## src/rtl/clock_step_ctrl.sv

```systemverilog
// Run/halt/single-step sequencer producing a synchronous CPU clock enable.
// Optional breakpoint support is enabled by defining CLK_CTRL_BRK_EN.
module clock_step_ctrl #(
  parameter int unsigned CNT_W = 16,
  parameter int unsigned DIV_W = 8
) (
  input  logic             clock,
  input  logic             reset,
  input  logic             cmd_valid,
  output logic             cmd_ready,
  input  logic [1:0]       cmd_op,
  input  logic [CNT_W-1:0] cmd_count,
  input  logic [DIV_W-1:0] cmd_div,
  output logic             cpu_clk_en,
  output logic             busy,
  output logic             done
`ifdef CLK_CTRL_BRK_EN
  ,
  input  logic             brk_hit,
  output logic             brk_flag
`endif
);

  localparam logic [1:0] OP_RUN  = 2'd1;
  localparam logic [1:0] OP_STEP = 2'd2;

  typedef enum logic [1:0] {
    S_HALT = 2'd0,
    S_RUN  = 2'd1,
    S_STEP = 2'd2
  } state_t;

  state_t           state;
  logic [DIV_W-1:0] dcnt;
  logic [DIV_W-1:0] div_q;
  logic [CNT_W-1:0] rem;
  logic             brk_c;
  logic             accept;
  logic             last_step;

`ifdef CLK_CTRL_BRK_EN
  assign brk_c = brk_hit;
`else
  assign brk_c = 1'b0;
`endif

  // A step in progress cannot be interrupted; a breakpoint also blocks commands.
  assign cmd_ready  = (state != S_STEP) && !brk_c;
  assign accept     = cmd_valid && cmd_ready;
  assign cpu_clk_en = (state != S_HALT) && (dcnt == div_q);
  assign busy       = (state != S_HALT);
  assign last_step  = (state == S_STEP) && cpu_clk_en && (rem == CNT_W'(1));

  always_ff @(posedge clock) begin
    if (reset) begin
      state <= S_HALT;
      dcnt  <= '0;
      div_q <= '0;
      rem   <= '0;
      done  <= 1'b0;
`ifdef CLK_CTRL_BRK_EN
      brk_flag <= 1'b0;
`endif
    end else begin
      done <= 1'b0;
      if (state != S_HALT) begin
        dcnt <= (dcnt == div_q) ? '0 : dcnt + DIV_W'(1);
      end
      // rem is at least 1 whenever STEP issues an enable
      if ((state == S_STEP) && cpu_clk_en) begin
        rem <= rem - CNT_W'(1);
      end

      if (brk_c && (state != S_HALT)) begin
        state <= S_HALT;
`ifdef CLK_CTRL_BRK_EN
        brk_flag <= 1'b1;
`endif
      end else if (accept) begin
`ifdef CLK_CTRL_BRK_EN
        brk_flag <= 1'b0;
`endif
        case (cmd_op)
          OP_RUN: begin
            state <= S_RUN;
            div_q <= cmd_div;
            dcnt  <= '0;
          end
          OP_STEP: begin
            div_q <= cmd_div;
            dcnt  <= '0;
            rem   <= cmd_count;
            if (cmd_count == '0) begin
              state <= S_HALT;
              done  <= 1'b1;
            end else begin
              state <= S_STEP;
            end
          end
          default: state <= S_HALT;
        endcase
      end else if (last_step) begin
        state <= S_HALT;
        done  <= 1'b1;
      end
    end
  end

endmodule

```

## config.mk

```make
export PLATFORM = sky130hd
export DESIGN_NAME = clock_step_ctrl
export DESIGN_NICKNAME = d
export VERILOG_FILES = /design/src/rtl/clock_step_ctrl.sv
export SDC_FILE = /design/constraint.sdc
export NUM_CORES = 1
export LEC_CHECK = 0
export BUFFER_PORTS_ARGS = -buffer_cell sky130_fd_sc_hd__buf_2
export CORE_MARGIN = 3
export CORE_UTILIZATION = 59
export CTS_CLUSTER_DIAMETER = 40
export DETAILED_ROUTE_END_ITERATION = 8
export MAX_ROUTING_LAYER = met4
export PLACE_DENSITY = 0.91
export REMOVE_ABC_BUFFERS = 1
export SLEW_MARGIN = 10
export SYNTH_ARGS = -nofsm -noshare
export SYNTH_HDL_FRONTEND = slang
export SYNTH_SLANG_ARGS = --single-unit
```

## constraint.sdc

```tcl
create_clock -name clock -period 3.7 [get_ports clock]
set_clock_uncertainty 0.1 [all_clocks]
set_input_delay 0.185 -clock clock [delete_from_list [all_inputs] [get_ports clock]]
set_output_delay 0.185 -clock clock [all_outputs]
set_load 0.005 [all_outputs]
```

Word-level counts from Yosys, hierarchy flattened
Index checks and enable logic that the tools add are counted.
- flip-flop bits (word level): 35
- bits of input ports: 29
- mux-type cells: 15
- add/sub/neg operators: 2
- reductions and logical operators: 9
- eq/ne operators: 6
- operators with widths (cell ; number):
    two-way mux 16 bit ; 3
    two-way mux 8 bit ; 4
    equality test 16 x 1 -> 1 bit, second input constant ; 1
    logical NOT 16 bit ; 1
    subtractor 16 x 1 -> 16 bit, second input constant ; 1
    adder 8 x 1 -> 8 bit, second input constant ; 1
    equality test 8 bit ; 1
    two-way mux 2 bit ; 3
    equality test 2 bit, second input constant ; 2
    logical AND 1 bit ; 4
    two-way mux 1 bit ; 4
    one-hot mux 2 bit (2 select lines) ; 1
    nonzero test 2 bit ; 2
    equality test 2 x 1 -> 1 bit, second input constant ; 1
    != test 2 bit, second input constant ; 1
    AND reduction 2 bit ; 1
    OR reduction 2 bit ; 1

Longest topological paths before layout
Gate-level depths: netlist (run 1).
- word-level depth: 6
- depth in mapped cells: 7

Worst setup path before layout (run 1)
No wires, ideal clock.
- path type: register to register
- start point: register dcnt[0]
- end point: register rem[13]
- cell stages (with the launch flop): 6
- required time: 3.509 ns
- clock period less this slack: 2.196 ns
- path slack: 1.504 ns
- path buffers: 0
- data arrival time: 2.005 ns
- path through: dfxtp_1 -> xnor2_1 -> nand4_1 -> or4_4 -> or4_1 -> a311oi_1
- longest elaborated chain between the ends: 6
- RTL lines (item ; RTL line ; RTL):
    from (decl) ; 34 ; logic [DIV_W-1:0] dcnt;
    from (signal assigned) ; 67 ; dcnt <= (dcnt == div_q) ? '0 : dcnt + DIV_W'(1);
    equality test 8 bit * ; 50 ; assign cpu_clk_en = (state != S_HALT) && (dcnt == div_q);
    logical AND 1 bit * ; 50 ;
    logical AND 1 bit * ; 70 ; if ((state == S_STEP) && cpu_clk_en) begin
    two-way mux 16 bit * ; 70 ;
    two-way mux 16 bit ; 83 ; case (cmd_op)
    two-way mux 16 bit * ; 79 ; end else if (accept) begin
    to (signal assigned) ; 71 ; rem <= rem - CNT_W'(1);
    to (signal assigned) ; 92 ; rem <= cmd_count;
    to (decl) ; 36 ; logic [CNT_W-1:0] rem;
Every way passes the cells marked *; elsewhere a longest branch is shown, timed or not.
A chain may end at the register's enable or synchronous reset.

Worst setup path in the final report (run 1)
- start point: register dcnt[2]
- end point: register rem[13]
Same word-level chain as after synthesis.

==> qor.yml, run 1 <==
status: "finished clean"
min_path_type: "input pin to flip-flop"
cts_made_buffers: 5
io_pins: 33
grt_overflow: 0
grt_pass1_vias: 1520
final_cells: 284
layout_commonest_cell: "nor2_1"
min_to: "div_q[6]"
grt_max_degree: 35
holdBufCountCts: 7
fillers: 201
remaining_drc_errors: 0
areaGrowthSynthToFinish_pct: 17.6
whs_ns: 0.00268
cts_htree_levels: 2
cp_slowest_stage_delay_ns: 0.65
insertion_delay_ns: 0.34
path_max_fanout: 8
dp_hpwl_mm: 2.87
ant_nets: 0
syn_area_mm2: 0.00184
final_util_pct: 75.8
port_buffers: 32
synth_seq_area_share_pct: 38.1
cp-end-kind: "flip-flop"
die_h_um: 61.8
core_mm2: 0.00285
fin_setup_tns_ns: 0
worstReg2RegStart: "dcnt[2]"
cp_top_family: "simple AND/OR/NAND/NOR gates"
setup_viol: 0
final_cell_area_mm2: 0.00216
cts_setup_buffers: 0
drt_pre_antenna_iters: 5
path_cells: "xnor2_1 -> nand4_1 -> or4_4 -> or4_1 -> a311oi_1"
drt_iter0_markers: 69
avgSynthCellArea_um2: 8.68
worstHoldPathCells: 3
r2r_setup_slack_ns: 1.25
cts_resized: 0
synth_seq_cells: 35
clock_path_buffers: 2
syn_inst: 212
p_leak_uw: 0.000813
synth.distinct_cells: 36
worstPathBufferInverterCount: 0
period_needed_ns: 2.45
reg2reg_depth: 5
cts_root_buf: "clkbuf_4"
crit_type: "flip-flop to flip-flop"
die_w_um: 61.8
avgRoutedWirePerCell_um: 14.3
max_slew_margin_pct: 62.4
p_per_area_mw_per_mm2: 371
peakVddDrop_v: 0.000311
required_ns: 3.85
place_inst: 269
max_freq_mhz: 408
start_kind: "flip-flop"
rows: 19
drv_cap: 0
slowest_stage: "or4_4"
track_usage_pct: 24.5
hold_path.startpoint: "cmd_div[6]"
r2r-end: "rem[13]"
post-route-period-util_pct: 66.2
hold_violations: 0
viasPerCell: 5.89
gp_congestion: 0.831
yosysWarnings: 0
grt_pass1_wl_mm: 6.67
clkTransAtPathRegs_ns: 0.11
finalWirelength_mm: 4.05
cts_tree: "built"
dpl_cell_area_mm2: 0.00202
rsz0062_at_grt: "no"
arrival_ns: 2.60
slew_violations: 0
die-area_mm2: 0.00382
tightest_slew_ns: 0.561
diodes: 0
mostFrequentLayoutCells: "nor2_1 (36), dfxtp_1 (35), buf_2 (32)"
fin_nets: 286
start_util_pct: 64.5
num_vias: 1673
layout-drive-gt1-share_pct: 18.2
antenna_found_initial: 0
cts.sinks: 35
[sequential cells by signal, summed over array words and instances, names as in the netlist]
name,count
dcnt,8
state,2
rem,16
done,1
div_q,8
[routing by layer]
| layer | global-route usage [%] | up-vias | part of all wire [%] |
|---|---|---|---|
| met5 | - | - | 0 |
| met2 | 38.6 | 43 | 45 |
| li1 | - | 858 | - |
| met1 | 30.8 | 765 | 48 |
| met4 | 8.79 | 0 | 1.4 |
| met3 | 5.37 | 7 | 4.9 |
[kinds of logic (layout without fill, tap and decap cells)]
group / after synthesis / in the layout / share of synthesized area (%)
AOI/OAI and AO/OA: 25 / 25 / 10.1
and+or+nand+nor: 99 / 99 / 28.8
DFF: 35 / 35 / 38.1
xor gates and xnor gates: 26 / 26 / 12.4
muxes: 8 / 8 / 4.35
adders and majority gates: 5 / 5 / 3.40
buffers and inverters: 14 / 55 / 2.86
[cell usage after synthesis]
library cell   n  area, um^2
a211oi_1      12        90.1
a21oi_1        3        15.0
a311oi_1       3        26.3
a32o_1         1        10.0
and3_1         1        6.26
and3b_1        1        8.76
and4_1         2        17.5
clkbuf_1       7        26.3
dfxtp_1       35         701
ha_1           5        62.6
inv_1          7        26.3
mux2i_1        8        80.1
nand2_1        9        33.8
nand2b_1       3        18.8
nand3_1        4        20.0
nand3b_1       2        15.0
nand4_1        8        50.1
nor2_1        36         135
nor2b_1        2        12.5
nor3_1         9        45.0
nor4_1         9        56.3
nor4b_1        3        26.3
nor4bb_1       1        10.0
o21ai_0        1        5.00
o21ai_1        1        5.00
o221ai_1       1        8.76
o311a_1        1        10.0
o31ai_1        2        15.0
or2_2          2        12.5
or3_1          1        6.26
or4_1          3        22.5
or4_2          1        8.76
or4_4          1        11.3
or4b_4         1        13.8
xnor2_1       18         158
xor2_1         8        70.1
[where the power goes]
part           total (uW)  internal, uW  switching, uW
clock network         237           111            126
logic                 148          64.4           84.0
registers             416           396           19.7
total                 801           571            230
[how the worst max path moves through the flow]
stage,slack (ns),startpoint,end,cells after the start
after CTS,1.30,dcnt[0],rem[13],5
after detailed placement,1.32,dcnt[0],rem[13],5
after global routing,1.12,dcnt[5],rem[13],5
after global placement,1.41,dcnt[0],rem[13],5
final,1.25,dcnt[2],rem[13],5
after floorplan,1.50,dcnt[0],rem[13],5
[per-stage QoR]
| step | total power, uW | setup WS [ns] |
|---|---|---|
| 4_1_cts | 800 | 1.30 |
| 3_3_place_gp | 560 | 1.41 |
| 2_1_floorplan | 515 | 1.50 |
| 5_1_grt | 838 | 1.12 |
| 3_5_place_dp | 564 | 1.32 |
| 6_report | 801 | 1.25 |
[area by class of cell]
| cell class | count | area, um^2 | area share [%] |
|---|---|---|---|
| clock buffer | 7 | 65.1 | 3.01 |
| clock inverter | 1 | 7.51 | 0.347 |
| inverter | 7 | 26.3 | 1.22 |
| multi-input combinational | 163 | 1090 | 50.2 |
| sequential | 35 | 701 | 32.4 |
| tap | 31 | 38.8 | 1.79 |
| timing repair buffer | 40 | 238 | 11.0 |
[worst reg2reg max path: stages, from the launching register on]
cell and delay (ns):
dfxtp_1 0.45, xnor2_1 0.19, nand4_1 0.32, or4_4 0.65, or4_1 0.41, a311oi_1 0.24
No activity file was read; power rests on OpenSTA's default activity.
==> run 2: changes to the inputs <==
--- a/config.mk
+++ b/config.mk
@@ -7,11 +7,11 @@
 export LEC_CHECK = 0
 export BUFFER_PORTS_ARGS = -buffer_cell sky130_fd_sc_hd__buf_2
 export CORE_MARGIN = 3
-export CORE_UTILIZATION = 59
+export CORE_UTILIZATION = 55
 export CTS_CLUSTER_DIAMETER = 40
 export DETAILED_ROUTE_END_ITERATION = 8
 export MAX_ROUTING_LAYER = met4
-export PLACE_DENSITY = 0.91
+export PLACE_DENSITY = 0.86
 export REMOVE_ABC_BUFFERS = 1
 export SLEW_MARGIN = 10
 export SYNTH_ARGS = -nofsm -noshare
==> constraint.sdc (replaced) <==
create_clock -name clock -period 2.4 [get_ports clock]
set_clock_uncertainty 0.1 [all_clocks]
set_input_delay 0.12 -clock clock [delete_from_list [all_inputs] [get_ports clock]]
set_output_delay 0.12 -clock clock [all_outputs]
set_load 0.005 [all_outputs]
==> qor.yml, run 2 (synthesis results as in run 1) <==
cts.sinks: 35
remaining_drc_errors: 0
grt_overflow: 0
use_met3_pct: 6.85
largest_reg_flops: 16
io_pins: 33
place_inst: 285
cts_root_buf: "clkbuf_4"
post-route-period-util_pct: 95.9
insertion_delay_ns: 0.35
diodes: 0
avgRoutedWirePerCell_um: 14.5
p_leak_uw: 0.000895
layout_commonest_cell: "nor2_1"
layout-drive-gt1-share_pct: 19.0
grt_pass1_wl_mm: 7.62
cts_setup_buffers: 0
grt_max_degree: 35
regMostFlops: "rem"
clkTransAtPathRegs_ns: 0.11
clock_path_buffers: 2
antenna_found_initial: 0
die_w_um: 63.8
areaGrowthSynthToFinish_pct: 29.1
drt_pre_antenna_iters: 4
whs_ns: 0.117
rsz0062_at_grt: "no"
fillers: 235
ant_nets: 0
crit_type: "flip-flop to flip-flop"
max_freq_mhz: 435
period_needed_ns: 2.30
use_met2_pct: 41.5
start_util_pct: 58.8
grt_pass1_vias: 1693
arrival_ns: 2.46
track_usage_pct: 24.7
gp_congestion: 0.853
peakVddDrop_v: 0.000435
num_vias: 1758
pre_cts_ws_ns: 0.0956
tightest_slew_ns: 0.580
mostFrequentLayoutCells: "nor2_1 (36), dfxtp_1 (33), buf_2 (32)"
cts_made_buffers: 5
path_max_fanout: 6
drt_iter0_markers: 82
reg.largest.list: "rem (16), dcnt (8), div_q (8)"
viasPerCell: 5.53
p_per_area_mw_per_mm2: 521
port_buffers: 32
core_mm2: 0.00313
rows: 20
top_usage_layer: "met2"
min_path_type: "input pin to flip-flop"
max_slew_margin_pct: 61.3
drv_cap: 0
finalWirelength_mm: 4.61
fin_ws_ns: 0.0995
fin_nets: 307
setup_viol: 0
required_ns: 2.56
start_kind: "flip-flop"
final_util_pct: 75.9
cp-end-kind: "flip-flop"
dp_hpwl_mm: 3.06
use_met1_pct: 27.5
cts_tree: "built"
die-area_mm2: 0.00407
r2r_setup_slack_ns: 0.1
status: "finished clean"
die_h_um: 63.8
fin_setup_tns_ns: 0
hold_violations: 0
cts_htree_levels: 2
slew_violations: 0
final_cells: 318
==> run 2: stage by stage <==
stage | total power (uW) | cell area (um^2)
2_1_floorplan | 794 | 1810
6_report | 1240 | 2370
3_5_place_dp | 887 | 2060
5_1_grt | 1310 | 2370
3_3_place_gp | 879 | 2060
4_1_cts | 1240 | 2370
==> run 2: area by class of cell <==
cell class,instances,area [um^2],area share [%]
clock inverters,3,20.0,0.843
inverters,7,26.3,1.11
flip-flops and latches,35,703,29.6
repair buffers,61,440,18.5
clock buffers,5,37.5,1.58
multi-input cells,163,1090,46.0
well taps,44,55.1,2.32
==> run 2: repair_timing <==
| item | 4_1_cts | 5_1_grt |
|---|---|---|
| setup endpoints to repair | 0 | 1 |
| hold endpoints to repair | 25 | 0 |
| resized for setup | 0 | 3 |
| hold buffers | 25 | 0 |
==> run 2: where the power goes <==
| group | leakage (uW) | total, uW | switching (uW) | internal (uW) |
|---|---|---|---|---|
| Sequential | 0.000286 | 641 | 30.3 | 611 |
| Clock | 0.0000272 | 322 | 210 | 112 |
| Combinational | 0.000581 | 274 | 145 | 129 |
==> run 2: final timing paths <==
check,cells after the start,startpoint,to
setup / recovery,4,state[0],rem[13]
hold reg to reg,2,rem[10],rem[10]
hold / removal,4,cmd_op[0],state[0]
setup reg to reg,4,state[0],rem[13]
==> run 2: worst max-delay path, cell delays in order (launching register included) <==
cell	delay [ns]
dfxtp_2	0.36
or4b_4	0.54
or4_4	0.53
or4_1	0.43
a311oi_2	0.25
==> run 2: routing by layer <==
| metal | vias to the layer above | wire, um |
|---|---|---|
| met5 | - | 0 |
| li1 | 898 | - |
| met4 | 0 | 74 |
| met3 | 8 | 191 |
| met1 | 807 | 2120 |
| met2 | 45 | 2220 |
==> run 3: changes to the inputs <==
--- a/config.mk
+++ b/config.mk
@@ -5,13 +5,13 @@
 export SDC_FILE = /design/constraint.sdc
 export NUM_CORES = 1
 export LEC_CHECK = 0
-export BUFFER_PORTS_ARGS = -buffer_cell sky130_fd_sc_hd__buf_2
 export CORE_MARGIN = 3
-export CORE_UTILIZATION = 55
+export CORE_UTILIZATION = 60
 export CTS_CLUSTER_DIAMETER = 40
 export DETAILED_ROUTE_END_ITERATION = 8
+export DONT_BUFFER_PORTS = 1
 export MAX_ROUTING_LAYER = met4
-export PLACE_DENSITY = 0.86
+export PLACE_DENSITY = 0.83
 export REMOVE_ABC_BUFFERS = 1
 export SLEW_MARGIN = 10
 export SYNTH_ARGS = -nofsm -noshare
==> qor.yml, run 3 (synthesis results as in run 1) <==
drt_pre_antenna_iters: 4
min_path_type: "input pin to flip-flop"
io_pins: 33
dp_hpwl_mm: 3.14
mostFrequentLayoutCells: "nor2_1 (36), dfxtp_1 (35), dlygate4sd3_1 (26)"
fin_ws_ns: 0.0955
tightest_slew_ns: 1.11
die-area_mm2: 0.00377
peakVddDrop_v: 0.000309
areaGrowthSynthToFinish_pct: 19.0
fillers: 193
pwr-share-comb_pct: 21.2
r2r_setup_slack_ns: 0.1
port_buffers: 0
status: "finished clean"
gp_congestion: 0.854
required_ns: 2.56
post-route-period-util_pct: 96.0
grt_max_degree: 31
ant_nets: 0
cts_root_buf: "clkbuf_4"
worstReg2RegStart: "state[0]"
cts_made_buffers: 5
fin_setup_tns_ns: 0
largest_reg_flops: 16
wl_met1_mm: 1.84
die_h_um: 61.4
cp_top_family: "simple AND/OR/NAND/NOR gates"
pwr-share-clk_pct: 24.3
max_freq_mhz: 434
start_util_pct: 65.0
cts_htree_levels: 2
path_cells: "or4b_4 -> or4_4 -> or4_1 -> a311oi_2"
clkTransAtPathRegs_ns: 0.10
worstPathBufferInverterCount: 0
core_mm2: 0.00283
worstHoldPathCells: 3
hold_path.startpoint: "cmd_count[8]"
layout_commonest_cell: "nor2_1"
highest_layer: "met4"
cts_tree: "built"
diodes: 0
min_to: "state[1]"
layout-drive-gt1-share_pct: 6.22
final_cells: 272
max_slew_margin_pct: 25.7
p_per_area_mw_per_mm2: 536
remaining_drc_errors: 0
finalWirelength_mm: 4.47
rows: 19
arrival_ns: 2.46
reg2reg_depth: 4
reg.largest.list: "rem (16), dcnt (8), div_q (8)"
r2r-end: "rem[13]"
met2_length_mm: 2.21
pre_cts_ws_ns: 0.0964
p_leak_uw: 0.000767
cp-end-kind: "flip-flop"
hold_violations: 0
grt_pass1_wl_mm: 7.46
crit_type: "flip-flop to flip-flop"
avgRoutedWirePerCell_um: 16.4
place_inst: 240
power.internal_uw: 828
num_vias: 1705
pwr-share-seq_pct: 54.6
viasPerCell: 6.27
start_kind: "flip-flop"
drv_cap: 0
die_w_um: 61.4
setup_viol: 0
clock_path_buffers: 2
slew_violations: 0
period_needed_ns: 2.30
switching_share_pct: 29.5
wl_met3_um: 347
antenna_found_initial: 0
switchingPower_uw: 347
slowest_stage: "or4b_4"
path_max_fanout: 6
cp_slowest_stage_delay_ns: 0.57
fin_nets: 276
rsz0062_at_grt: "no"
cts.sinks: 35
track_usage_pct: 27.6
regMostFlops: "rem"
grt_overflow: 0
drt_iter0_markers: 101
grt_pass1_vias: 1720
insertion_delay_ns: 0.34
==> run 3: per-layer routing <==
layer	vias to the layer above	global-route usage, %
li1	826	-
met1	802	31.9
met2	67	46.8
met3	10	6.71
met4	0	9.39
met5	-	-
==> run 3: worst reg2reg max path, delay by kind of cell, from the launching register on <==
family | cells | cell delay (ns)
DFF | 1 | 0.36
and+or+nand+nor | 3 | 1.54
AOI/OAI and AO/OA | 1 | 0.23
==> run 3: final cells by class <==
class	count	area [um^2]	area share, %
sequential	35	701	32.0
multi-input combinational	163	1090	49.9
inverter	7	26.3	1.20
tap	31	38.8	1.77
clock buffer	6	41.3	1.89
timing repair buffer	30	290	13.3
==> run 3: per-stage QoR <==
stage | utilization (%) | hold slack (ns) | cell area, um^2 | total power [uW]
after floorplan | - | 0.0891 | 1810 | 794
after CTS | 77.2 | 0.0113 | 2180 | 1180
final | 77.4 | 0.0344 | 2190 | 1170
after global placement | 66.5 | 0.0953 | 1880 | 840
after detailed placement | 66.5 | 0.101 | 1880 | 852
after global routing | 77.4 | 0.0417 | 2190 | 1240
==> run 3: power by group through the flow <==
stage	Clock, uW	Sequential, uW	Combinational [uW]
floorplan	0	645	149
global placement	0	651	189
detailed placement	0	654	198
CTS	293	640	243
global route	321	644	273
finish	285	641	248
==> run 3: worst max path at each step <==
stage	from	end	slack, ns	cells after the start
floorplan	dcnt[0]	rem[13]	0.20	5
global placement	state[0]	rem[13]	0.17	4
detailed placement	state[0]	rem[13]	0.1	4
CTS	state[0]	rem[13]	0.08	4
global route	state[0]	rem[13]	0.02	4
finish	state[0]	rem[13]	0.1	4
==> run 3: repair_timing <==
item	in CTS	in global routing
setup buffers	0	0
resized for setup	0	1
hold buffers	26	0
endpoints found under the setup margin	0	1
endpoints found under the hold margin	27	0
